[config.mk]
export PLATFORM = sky130hd
export DESIGN_NAME = dp_exec_stage
export DESIGN_NICKNAME = d
export VERILOG_FILES = /design/src/rtl/dp_exec_stage.sv
export SDC_FILE = /design/constraint.sdc
export NUM_CORES = 1
export LEC_CHECK = 0
export BUFFER_PORTS_ARGS = -buffer_cell sky130_fd_sc_hd__buf_2
export CAP_MARGIN = 30
export CORE_MARGIN = 8
export CORE_UTILIZATION = 30
export DETAILED_ROUTE_END_ITERATION = 10
export PLACE_DENSITY = 0.52
export SLEW_MARGIN = 20
export SYNTH_ARGS = -nofsm -noshare
export SYNTH_HDL_FRONTEND = slang
export SYNTH_SLANG_ARGS = --single-unit
export TNS_END_PERCENT = 1
[constraint.sdc]
create_clock -name CLK -period 24.2 [get_ports CLK]
set_input_delay 7.26 -clock CLK [delete_from_list [all_inputs] [get_ports CLK]]
set_output_delay 7.26 -clock CLK [all_outputs]
set_load 0.01 [all_outputs]
[src/rtl/dp_exec_stage.sv]
// Execute stage: ARM condition check, operand-2 shifter, single-cycle ALU and
// a 32-iteration shift-add multiplier / restoring divider that stalls the pipe.
module dp_exec_stage (
    input  logic        CLK,
    input  logic        Reset,
    input  logic        ExecE,
    input  logic        RegWE,
    input  logic        ALUSrcE,
    input  logic        NoWriteE,
    input  logic        PCSE,
    input  logic [3:0]  CondE,
    input  logic [3:0]  FlagWE,
    input  logic [2:0]  WIndexE,
    input  logic [31:0] SrcAE,
    input  logic [31:0] SrcBE,
    input  logic [31:0] ImmE,
    input  logic [1:0]  ShE,
    input  logic [4:0]  Shamt5E,
    input  logic [4:0]  OpE,
    output logic [31:0] ALUResultE,
    output logic        RegWriteCE,
    output logic [2:0]  WIndexOutE,
    output logic        PCSrcE,
    output logic        StallE,
    output logic [3:0]  FlagsE
);

    typedef enum logic [1:0] {IDLE, BUSY, DONE} state_t;

    state_t      state, state_next;
    logic [3:0]  nzcv;
    logic [4:0]  count;
    logic [31:0] acc;
    logic [31:0] work_a;
    logic [31:0] work_b;
    logic        is_div;

    logic        flag_n, flag_z, flag_c, flag_v;
    logic        cond_true, cond_ex;

    assign flag_n = nzcv[3];
    assign flag_z = nzcv[2];
    assign flag_c = nzcv[1];
    assign flag_v = nzcv[0];

    always_comb begin
        cond_true = 1'b0;
        case (CondE)
            4'b0000: cond_true = flag_z;
            4'b0001: cond_true = ~flag_z;
            4'b0010: cond_true = flag_c;
            4'b0011: cond_true = ~flag_c;
            4'b0100: cond_true = flag_n;
            4'b0101: cond_true = ~flag_n;
            4'b0110: cond_true = flag_v;
            4'b0111: cond_true = ~flag_v;
            4'b1000: cond_true = flag_c & ~flag_z;
            4'b1001: cond_true = ~flag_c | flag_z;
            4'b1010: cond_true = (flag_n == flag_v);
            4'b1011: cond_true = (flag_n != flag_v);
            4'b1100: cond_true = ~flag_z & (flag_n == flag_v);
            4'b1101: cond_true = flag_z | (flag_n != flag_v);
            4'b1110: cond_true = 1'b1;
            default: cond_true = 1'b0;
        endcase
    end

    assign cond_ex = ExecE & cond_true;

    // Shifts widened by one bit so the last bit shifted out lands in the spare bit.
    logic [32:0] lsl_ext, lsr_ext, asr_ext;
    logic [31:0] ror_res;
    logic [31:0] src2;
    logic        sh_carry;

    assign lsl_ext = {1'b0, SrcBE} << Shamt5E;
    assign lsr_ext = {SrcBE, 1'b0} >> Shamt5E;
    assign asr_ext = $signed({SrcBE, 1'b0}) >>> Shamt5E;
    assign ror_res = (SrcBE >> Shamt5E) | (SrcBE << (6'd32 - {1'b0, Shamt5E}));

    always_comb begin
        src2     = SrcBE;
        sh_carry = flag_c;
        if (ALUSrcE) begin
            src2 = ImmE;
        end else if (Shamt5E != 5'd0) begin
            case (ShE)
                2'b00: begin src2 = lsl_ext[31:0]; sh_carry = lsl_ext[32]; end
                2'b01: begin src2 = lsr_ext[32:1]; sh_carry = lsr_ext[0];  end
                2'b10: begin src2 = asr_ext[32:1]; sh_carry = asr_ext[0];  end
                default: begin src2 = ror_res;     sh_carry = ror_res[31]; end
            endcase
        end
    end

    logic [31:0] alu_x, alu_y, alu_res;
    logic        alu_cin, arith;
    logic [32:0] sum;
    logic        sum_v;
    logic [3:0]  alu_flags;

    always_comb begin
        alu_x   = SrcAE;
        alu_y   = src2;
        alu_cin = 1'b0;
        arith   = 1'b0;
        case (OpE)
            5'd2, 5'd10: begin alu_y = ~src2; alu_cin = 1'b1; arith = 1'b1; end
            5'd3: begin alu_x = src2; alu_y = ~SrcAE; alu_cin = 1'b1; arith = 1'b1; end
            5'd4, 5'd11: arith = 1'b1;
            5'd5: begin alu_cin = flag_c; arith = 1'b1; end
            5'd6: begin alu_y = ~src2; alu_cin = flag_c; arith = 1'b1; end
            5'd7: begin alu_x = src2; alu_y = ~SrcAE; alu_cin = flag_c; arith = 1'b1; end
            default: ;
        endcase
    end

    assign sum   = {1'b0, alu_x} + {1'b0, alu_y} + {32'd0, alu_cin};
    assign sum_v = (alu_x[31] == alu_y[31]) & (sum[31] != alu_x[31]);

    always_comb begin
        alu_res = '0;
        case (OpE)
            5'd0, 5'd8:  alu_res = SrcAE & src2;
            5'd1, 5'd9:  alu_res = SrcAE ^ src2;
            5'd2, 5'd3, 5'd4, 5'd5,
            5'd6, 5'd7, 5'd10, 5'd11: alu_res = sum[31:0];
            5'd12:       alu_res = SrcAE | src2;
            5'd13:       alu_res = src2;
            5'd14:       alu_res = SrcAE & ~src2;
            5'd15:       alu_res = ~src2;
            default:     alu_res = '0;
        endcase
        if (arith)
            alu_flags = {alu_res[31], (alu_res == 32'd0), sum[32], sum_v};
        else
            alu_flags = {alu_res[31], (alu_res == 32'd0), sh_carry, flag_v};
    end

    // Restoring divide step: work_a holds dividend bits shifting out / quotient bits shifting in.
    logic [32:0] rem_sh;
    logic        div_fits;
    logic [31:0] rem_next;
    logic [31:0] mc_res;

    assign rem_sh   = {acc, work_a[31]};
    assign div_fits = (rem_sh >= {1'b0, work_b});
    assign rem_next = div_fits ? (rem_sh[31:0] - work_b) : rem_sh[31:0];
    assign mc_res   = is_div ? work_a : acc;

    logic is_mc_op, op_valid, stall, effect_ok, commit;
    logic [3:0] flags_new, flag_we;

    assign is_mc_op = (OpE == 5'd16) | (OpE == 5'd17);
    assign op_valid = (OpE < 5'd18);

    always_comb begin
        state_next = state;
        stall      = 1'b0;
        effect_ok  = 1'b0;
        ALUResultE = '0;
        flags_new  = alu_flags;
        case (state)
            IDLE: begin
                if (is_mc_op & cond_ex) begin
                    state_next = BUSY;
                    stall      = 1'b1;
                end
                effect_ok  = op_valid & ~is_mc_op;
                ALUResultE = is_mc_op ? '0 : alu_res;
            end
            BUSY: begin
                stall = 1'b1;
                if (count == 5'd0)
                    state_next = DONE;
            end
            DONE: begin
                state_next = IDLE;
                effect_ok  = 1'b1;
                ALUResultE = mc_res;
                flags_new  = {mc_res[31], (mc_res == 32'd0), flag_c, flag_v};
            end
            default: state_next = IDLE;
        endcase
    end

    assign StallE     = stall & ~Reset;
    assign commit     = cond_ex & ~stall & effect_ok & ~Reset;
    assign RegWriteCE = RegWE & ~NoWriteE & commit;
    assign PCSrcE     = PCSE & commit;
    assign flag_we    = FlagWE & {4{commit}};
    assign WIndexOutE = WIndexE;
    assign FlagsE     = nzcv;

    always_ff @(posedge CLK or posedge Reset) begin
        if (Reset)
            nzcv <= '0;
        else
            nzcv <= (nzcv & ~flag_we) | (flags_new & flag_we);
    end

    always_ff @(posedge CLK or posedge Reset) begin
        if (Reset) begin
            state  <= IDLE;
            count  <= '0;
            acc    <= '0;
            work_a <= '0;
            work_b <= '0;
            is_div <= 1'b0;
        end else begin
            state <= state_next;
            case (state)
                IDLE: begin
                    if (state_next == BUSY) begin
                        count  <= 5'd31;
                        is_div <= OpE[0];
                        work_a <= SrcAE;
                        work_b <= src2;
                        acc    <= '0;
                    end
                end
                BUSY: begin
                    if (count != 5'd0)
                        count <= count - 5'd1;
                    if (is_div) begin
                        acc    <= rem_next;
                        work_a <= {work_a[30:0], div_fits};
                    end else begin
                        if (work_a[0])
                            acc <= acc + work_b;
                        work_a <= work_a >> 1;
                        work_b <= work_b << 1;
                    end
                end
                default: ;
            endcase
        end
    end

endmodule
==> impl_metrics.tcl, run 1 <==
set metrics [dict create \
    gp_congestion 1.06 \
    vias 27203 \
    worst_slew_pin_slew_ns 1.20 \
    maxSlewViolCount 0 \
    nFillCells 8446 \
    crit_path_start_kind "input port" \
    endpoint_kind "output pin" \
    core_area_um2 78500 \
    hold_depth 1 \
    cpMostUsedCell "o21ai_0" \
    place_hpwl_um 98900 \
    clock_sinks 108 \
    routed_wl_um 132000 \
    clkLatencyLatePin_ns 0.38 \
    start_util_pct 30.1 \
    crit_chain "buf_6 > buf_4 > o31ai_1 > nand2_1 > mux2_2 > o21ai_0 > o21ai_0 > a211o_1 > mux2i_1 > o21ai_0 > ha_1 > and3_1 > a221o_1 > a22oi_1 > a31oi_1 > a221o_1 > a21o_1 > a21oi_1 > o21bai_1 > o311a_1 > o22ai_1 > buf_2" \
    most-common-layout-cells "nand2_1 (357), o21ai_0 (292), a21oi_1 (248)" \
    clock_path_buffers 2 \
    cts_buffers 9 \
    async_flop_share_pct 100 \
    postCtsSetupRepairBufs 0 \
    hp-class "register to register" \
    grt_use_total_pct 28.9 \
    fin_nets 3375 \
    die_h_um 297 \
    period_minus_slack_ns 21.95 \
    reg2reg_depth 19 \
    cellPowerDensity_nw_per_um2 80.6 \
    ys_warn_count 0 \
    ctsResizeCount 0 \
    rows 103 \
    wl_per_cell_um 31.6 \
    fin_tns_setup_ns 0 \
    ys_seq_area_share_pct 11.4 \
    grt-ovfl-total 0 \
    io_pins 168 \
    crit_arrival_ns 14.69 \
    cts_tree "built" \
    fmax_mhz 45.6 \
    antenna_found_initial 9 \
    viasPerCell 6.52 \
    grt_pass1_wl_um 189000 \
    cp-startpoint "Shamt5E[0]" \
    ctsHoldBuffers 0 \
    synthCells 3158 \
    critPathMaxStageDelay_ns 0.79 \
    ys_seq_elements 108 \
    skew_ns 0.0136 \
    outcome "complete, no violations" \
    dieArea_um2 88000 \
    clk_pin_slew_ns 0.07 \
    drt_iter0_drc 3425 \
    period_share_pct 90.7 \
    path_class "input port to output pin" \
    worst_path_max_delay_cell "nand2_1" \
    vdd_drop_max_uv 157 \
    syn_area_per_cell_um2 7.48 \
    critPathMaxFanout 63 \
    place_ws_ns 2.42 \
    rsz0062_at_grt "false" \
    worst_ep_required_time_ns 16.94 \
    area_growth_pct 7.95 \
    htreeDepth 3 \
    grt_start_max_net_pins 98 \
    worstHoldStart "count[0]" \
    max_cap_violations 0 \
    antenna_left 0 \
    ys.flop_type "dfrtp_1" \
    die_w_um 297 \
    syn_area_um2 23600 \
    grt_pass1_vias 25620 \
    slew_headroom_pct 20.3 \
    synthesis.nets 3417 \
    leakage_nw 10.4 \
    drive_gt1_share_pct 15.1 \
    worst_slack_ns 2.25 \
    drc_errors 0 \
    final_common_cell "nand2_1" \
    synth-edff-count 0 \
    finalHoldViolCount 0 \
    root_buffer "clkbuf_16" \
    setup_violations 0 \
    ys_types 101 \
    port_buffers 161 \
    first_pass_iters 8 \
]
## metal layers
metal,up-vias,GRT usage [%],routed length [µm]
met5,-,0,13
met2,1675,44.8,57500
met4,2,16.1,9120
met3,394,5.00,12200
met1,13232,37.8,52800
li1,11900,-,-
## through the flow
stage | cell area [µm²] | hold WS [ns] | cells | power [mW] | utilization, %
floorplan | 23600 | 0.456 | 3158 | 1.39 | -
global placement | 25100 | 0.488 | 4153 | 1.85 | 32.0
detailed placement | 25200 | 0.482 | 4155 | 1.85 | 32.1
CTS | 25500 | 0.496 | 4170 | 2.03 | 32.5
global route | 25500 | 0.529 | 4171 | 2.21 | 32.5
finish | 25500 | 0.492 | 4173 | 2.06 | 32.5
## final timing paths
path / endpoint / slack, ns
setup / recovery: ALUResultE[31] / 2.25
hold / removal: count[0] / 0.49
setup reg to reg: register / 18.67
hold reg to reg: count[0] / 0.49
max in group asynchronous: acc[7] / 15.92
min in group asynchronous: async pin / 6.97
## critical path: cells and delay by family
family / cells / cell delay, ns
AO/OA/AOI/OAI: 14 / 3.74
multiplexers: 2 / 0.65
AND/OR/NAND/NOR: 2 / 1.02
buffers and inverters: 3 / 1.51
adder cells (fa/ha/maj): 1 / 0.41
## cell usage after synthesis, drive strengths merged (28+ instances only)
| master | count | area [µm²] |
|---|---|---|
| o21ai | 303 | 1530 |
| mux2i | 180 | 1800 |
| a211oi | 66 | 508 |
| nor3 | 49 | 245 |
| dfrtp | 108 | 2700 |
| a21oi | 250 | 1270 |
| ha | 129 | 1610 |
| nor2 | 200 | 751 |
| a21o | 63 | 473 |
| nand2 | 357 | 1340 |
| inv | 116 | 435 |
| mux4 | 99 | 2250 |
| o22ai | 70 | 438 |
| xnor2 | 59 | 517 |
| clkbuf | 204 | 766 |
| nand2b | 42 | 263 |
| xor2 | 34 | 298 |
| and2 | 45 | 284 |
| buf | 83 | 490 |
| mux2 | 64 | 721 |
| nand3 | 56 | 280 |
| nand4 | 28 | 175 |
| o211ai | 70 | 526 |
| a31oi | 45 | 282 |
## flip-flops by register name (all words and copies together) (netlist names), named ones only
signal  count
work_a     32
state       2
work_b     32
count       5
acc        32
is_div      1
## kinds of logic after synthesis
family / Yosys count / synth area share (%)
adders and majority gates: 133 / 7.17
AOI/OAI and AO/OA: 1131 / 31.4
and+or+nand+nor: 942 / 19.1
muxes: 343 / 20.2
xor gates and xnor gates: 93 / 3.45
buffers and inverters: 408 / 7.24
DFF: 108 / 11.4
## power breakdown
group          internal, mW  total (mW)  switching (mW)  leakage [nW]
Combinational         0.584        1.49           0.902          8.98
Sequential            0.256       0.399           0.143          1.30
Clock                0.0958       0.172          0.0758         0.158
## layout make-up
cell class	count	area, µm²	share of cell area [%]
multi-input cells	2642	19300	75.8
well taps	1050	1310	5.15
flip-flops and latches	108	2700	10.6
clock buffers	11	253	0.991
diodes	3	7.51	0.0294
clock inverters	4	72.6	0.285
inverters	121	457	1.79
repair buffers	234	1380	5.40
(Power assumes the default switching activity.)
==> inputs of run 2 (changes only) <==
Settings changed: ABC_AREA set to 1, CORE_MARGIN 8 to unset, HOLD_SLACK_MARGIN set to 0.1, PLACE_DENSITY 0.52 to 0.53.
==> impl_metrics.tcl, run 2 <==
set metrics [dict create \
    fin_nets 3928 \
    ctsResizeCount 0 \
    vias 26548 \
    clk_pin_slew_ns 0.08 \
    antenna_found_initial 6 \
    most-common-layout-cells "nand2_1 (922), nand3_1 (611), o21ai_0 (381)" \
    async_flop_share_pct 100 \
    worst_ep_required_time_ns 16.94 \
    postCtsSetupRepairBufs 0 \
    critPathMaxStageDelay_ns 0.67 \
    drt_iter0_drc 3599 \
    fmax_mhz 47.6 \
    cp_top_family "buffers and inverters" \
    crit_path_start_kind "input port" \
    largestRegisters "acc (32), work_a (32), work_b (32)" \
    wl_per_cell_um 22.0 \
    start_util_pct 30.4 \
    port_buffers 161 \
    max_cap_violations 0 \
    first_pass_iters 6 \
    clkLatencyLatePin_ns 0.37 \
    syn_area_per_cell_um2 5.72 \
    synth_most_common_cell "nand2_1" \
    clock_path_buffers 2 \
    ys_seq_area_share_pct 12.9 \
    drc_errors 0 \
    ys_seq_elements 108 \
    worst_path_max_delay_cell "inv_2" \
    maxSlewViolCount 0 \
    clock_sinks 108 \
    syn_area_um2 20900 \
    ys.flop_type "dfrtp_1" \
    seq_area_um2 2700 \
    die_h_um 266 \
    period_minus_slack_ns 21.01 \
    vdd_drop_max_uv 59.4 \
    fin_tns_setup_ns 0 \
    grt_pass1_vias 23748 \
    path_class "input port to output pin" \
    viasPerCell 5.76 \
    ys_warn_count 0 \
    nFillCells 7820 \
    slew_headroom_pct 32.3 \
    synthCells 3658 \
    cpMostUsedCell "nand2_1" \
    rows 96 \
    outcome "complete, no violations" \
    critPathMaxFanout 34 \
    antenna_left 0 \
    dieArea_um2 70800 \
    setup_violations 0 \
    leakage_nw 10.7 \
    ctsHoldBuffers 0 \
    grt_start_max_net_pins 96 \
    io_pins 168 \
    finalPower_mw 1.93 \
    core_area_um2 68800 \
    cts_buffers 9 \
    endpoint_kind "output pin" \
    synth_area_leaders "nand2_1 (17%), nand3_1 (15%), dfrtp_1 (13%), o21ai_0 (9.1%), ha_1 (7.7%)" \
    crit_arrival_ns 13.75 \
    cts_tree "built" \
    grt_pass1_wl_um 150000 \
    crit_buf_inv 7 \
    ff2ff_setup_slack_ns 19.20 \
    synthesis.nets 3917 \
    synth-edff-count 0 \
    gp_congestion 1.02 \
    area_growth_pct 8.09 \
    synth_top_area_share_pct 16.6 \
    period_share_pct 86.8 \
    hp-class "register to register" \
    rsz0062_at_grt "false" \
    drive_gt1_share_pct 9.23 \
    grt_use_total_pct 27.7 \
    worst_slew_pin_slew_ns 1.00 \
    synth_commonest_cells "nand2_1 (923), nand3_1 (611), o21ai_0 (381), inv_1 (314), a21oi_1 (258)" \
    cellPowerDensity_nw_per_um2 85.2 \
    multiInputGateArea_um2 16000 \
    ys_types 55 \
    die_w_um 266 \
    yosysTopAreaCell "nand2_1" \
    skew_ns 0.0178 \
    final_common_cell "nand2_1" \
    routed_wl_um 101000 \
    htreeDepth 3 \
    root_buffer "clkbuf_16" \
    place_hpwl_um 79900 \
    grt-ovfl-total 0 \
    finalHoldViolCount 0 \
]
-- run 2: cell types whose count changed after synthesis, moves of 92 or more --
cell      change
clkbuf_1     -92
inv_1       +198
mux2i_1     -180
mux4_2       -93
nand2_1     +566
nand3_1     +555
-- run 2: tightest hold or removal path, stage by stage, from the launching register on --
cell	delay [ns]
dfrtp_1	0.36
xor2_1	0.07
nand2_1	0.06
-- run 2: worst paths after layout --
kind,startpoint,to,cells past startpoint
worst max-delay path,Shamt5E[0],ALUResultE[8],30
worst min-delay path,count[3],count[3],2
worst max register to register,register,register,23
worst min register to register,count[3],count[3],2
max in group asynchronous,Reset,work_b[8],4
min in group asynchronous,Reset,work_b[29],2
-- run 2: cell type report --
cell class,count,area share (%)
Antenna cell,3,0.0332
Clock buffer,10,1.06
Clock inverter,6,0.299
Inverter,331,5.53
Multi-Input combinational cell,3013,70.7
Sequential cell,108,12.0
Tap cell,931,5.15
Timing Repair Buffer,206,5.29
-- run 2: per-layer routing --
metal	GRT usage, %	up-vias	share of wire (%)
li1	-	12638	-
met1	38.8	12210	44
met2	39.8	1464	40
met3	4.21	230	9.7
met4	16.6	6	6.5
met5	0	-	0.036
-- run 2: logic make-up after synthesis --
logic type               count (synthesis)  share of synthesized area [%]
adder cells (fa/ha/maj)                133                           8.09
AND/OR/NAND/NOR                       1912                           40.6
XOR/XNOR                                54                           2.26
buffers and inverters                  537                           10.8
flip-flops                             108                           12.9
AO/OA/AOI/OAI                          914                           25.3
-- run 2: metrics by stage --
stage | util [%] | std cells | hold slack, ns | setup WS [ns] | cell area (µm²)
4_1_cts | 32.8 | 4604 | 0.530 | 3.50 | 22600
6_report | 32.9 | 4608 | 0.524 | 3.19 | 22600
3_3_place_gp | 32.3 | 4584 | 0.501 | 3.12 | 22200
3_5_place_dp | 32.4 | 4588 | 0.506 | 3.52 | 22300
2_1_floorplan | - | 3658 | 0.484 | 5.56 | 20900
5_1_grt | 32.9 | 4607 | 0.565 | 2.80 | 22600
-- run 2: report_power, final --
part           internal (mW)  switching (mW)  total [mW]  leakage (nW)
Sequential             0.255          0.0724       0.327          1.37
Clock                 0.0762          0.0826       0.159         0.150
Combinational          0.478           0.963        1.44          9.20
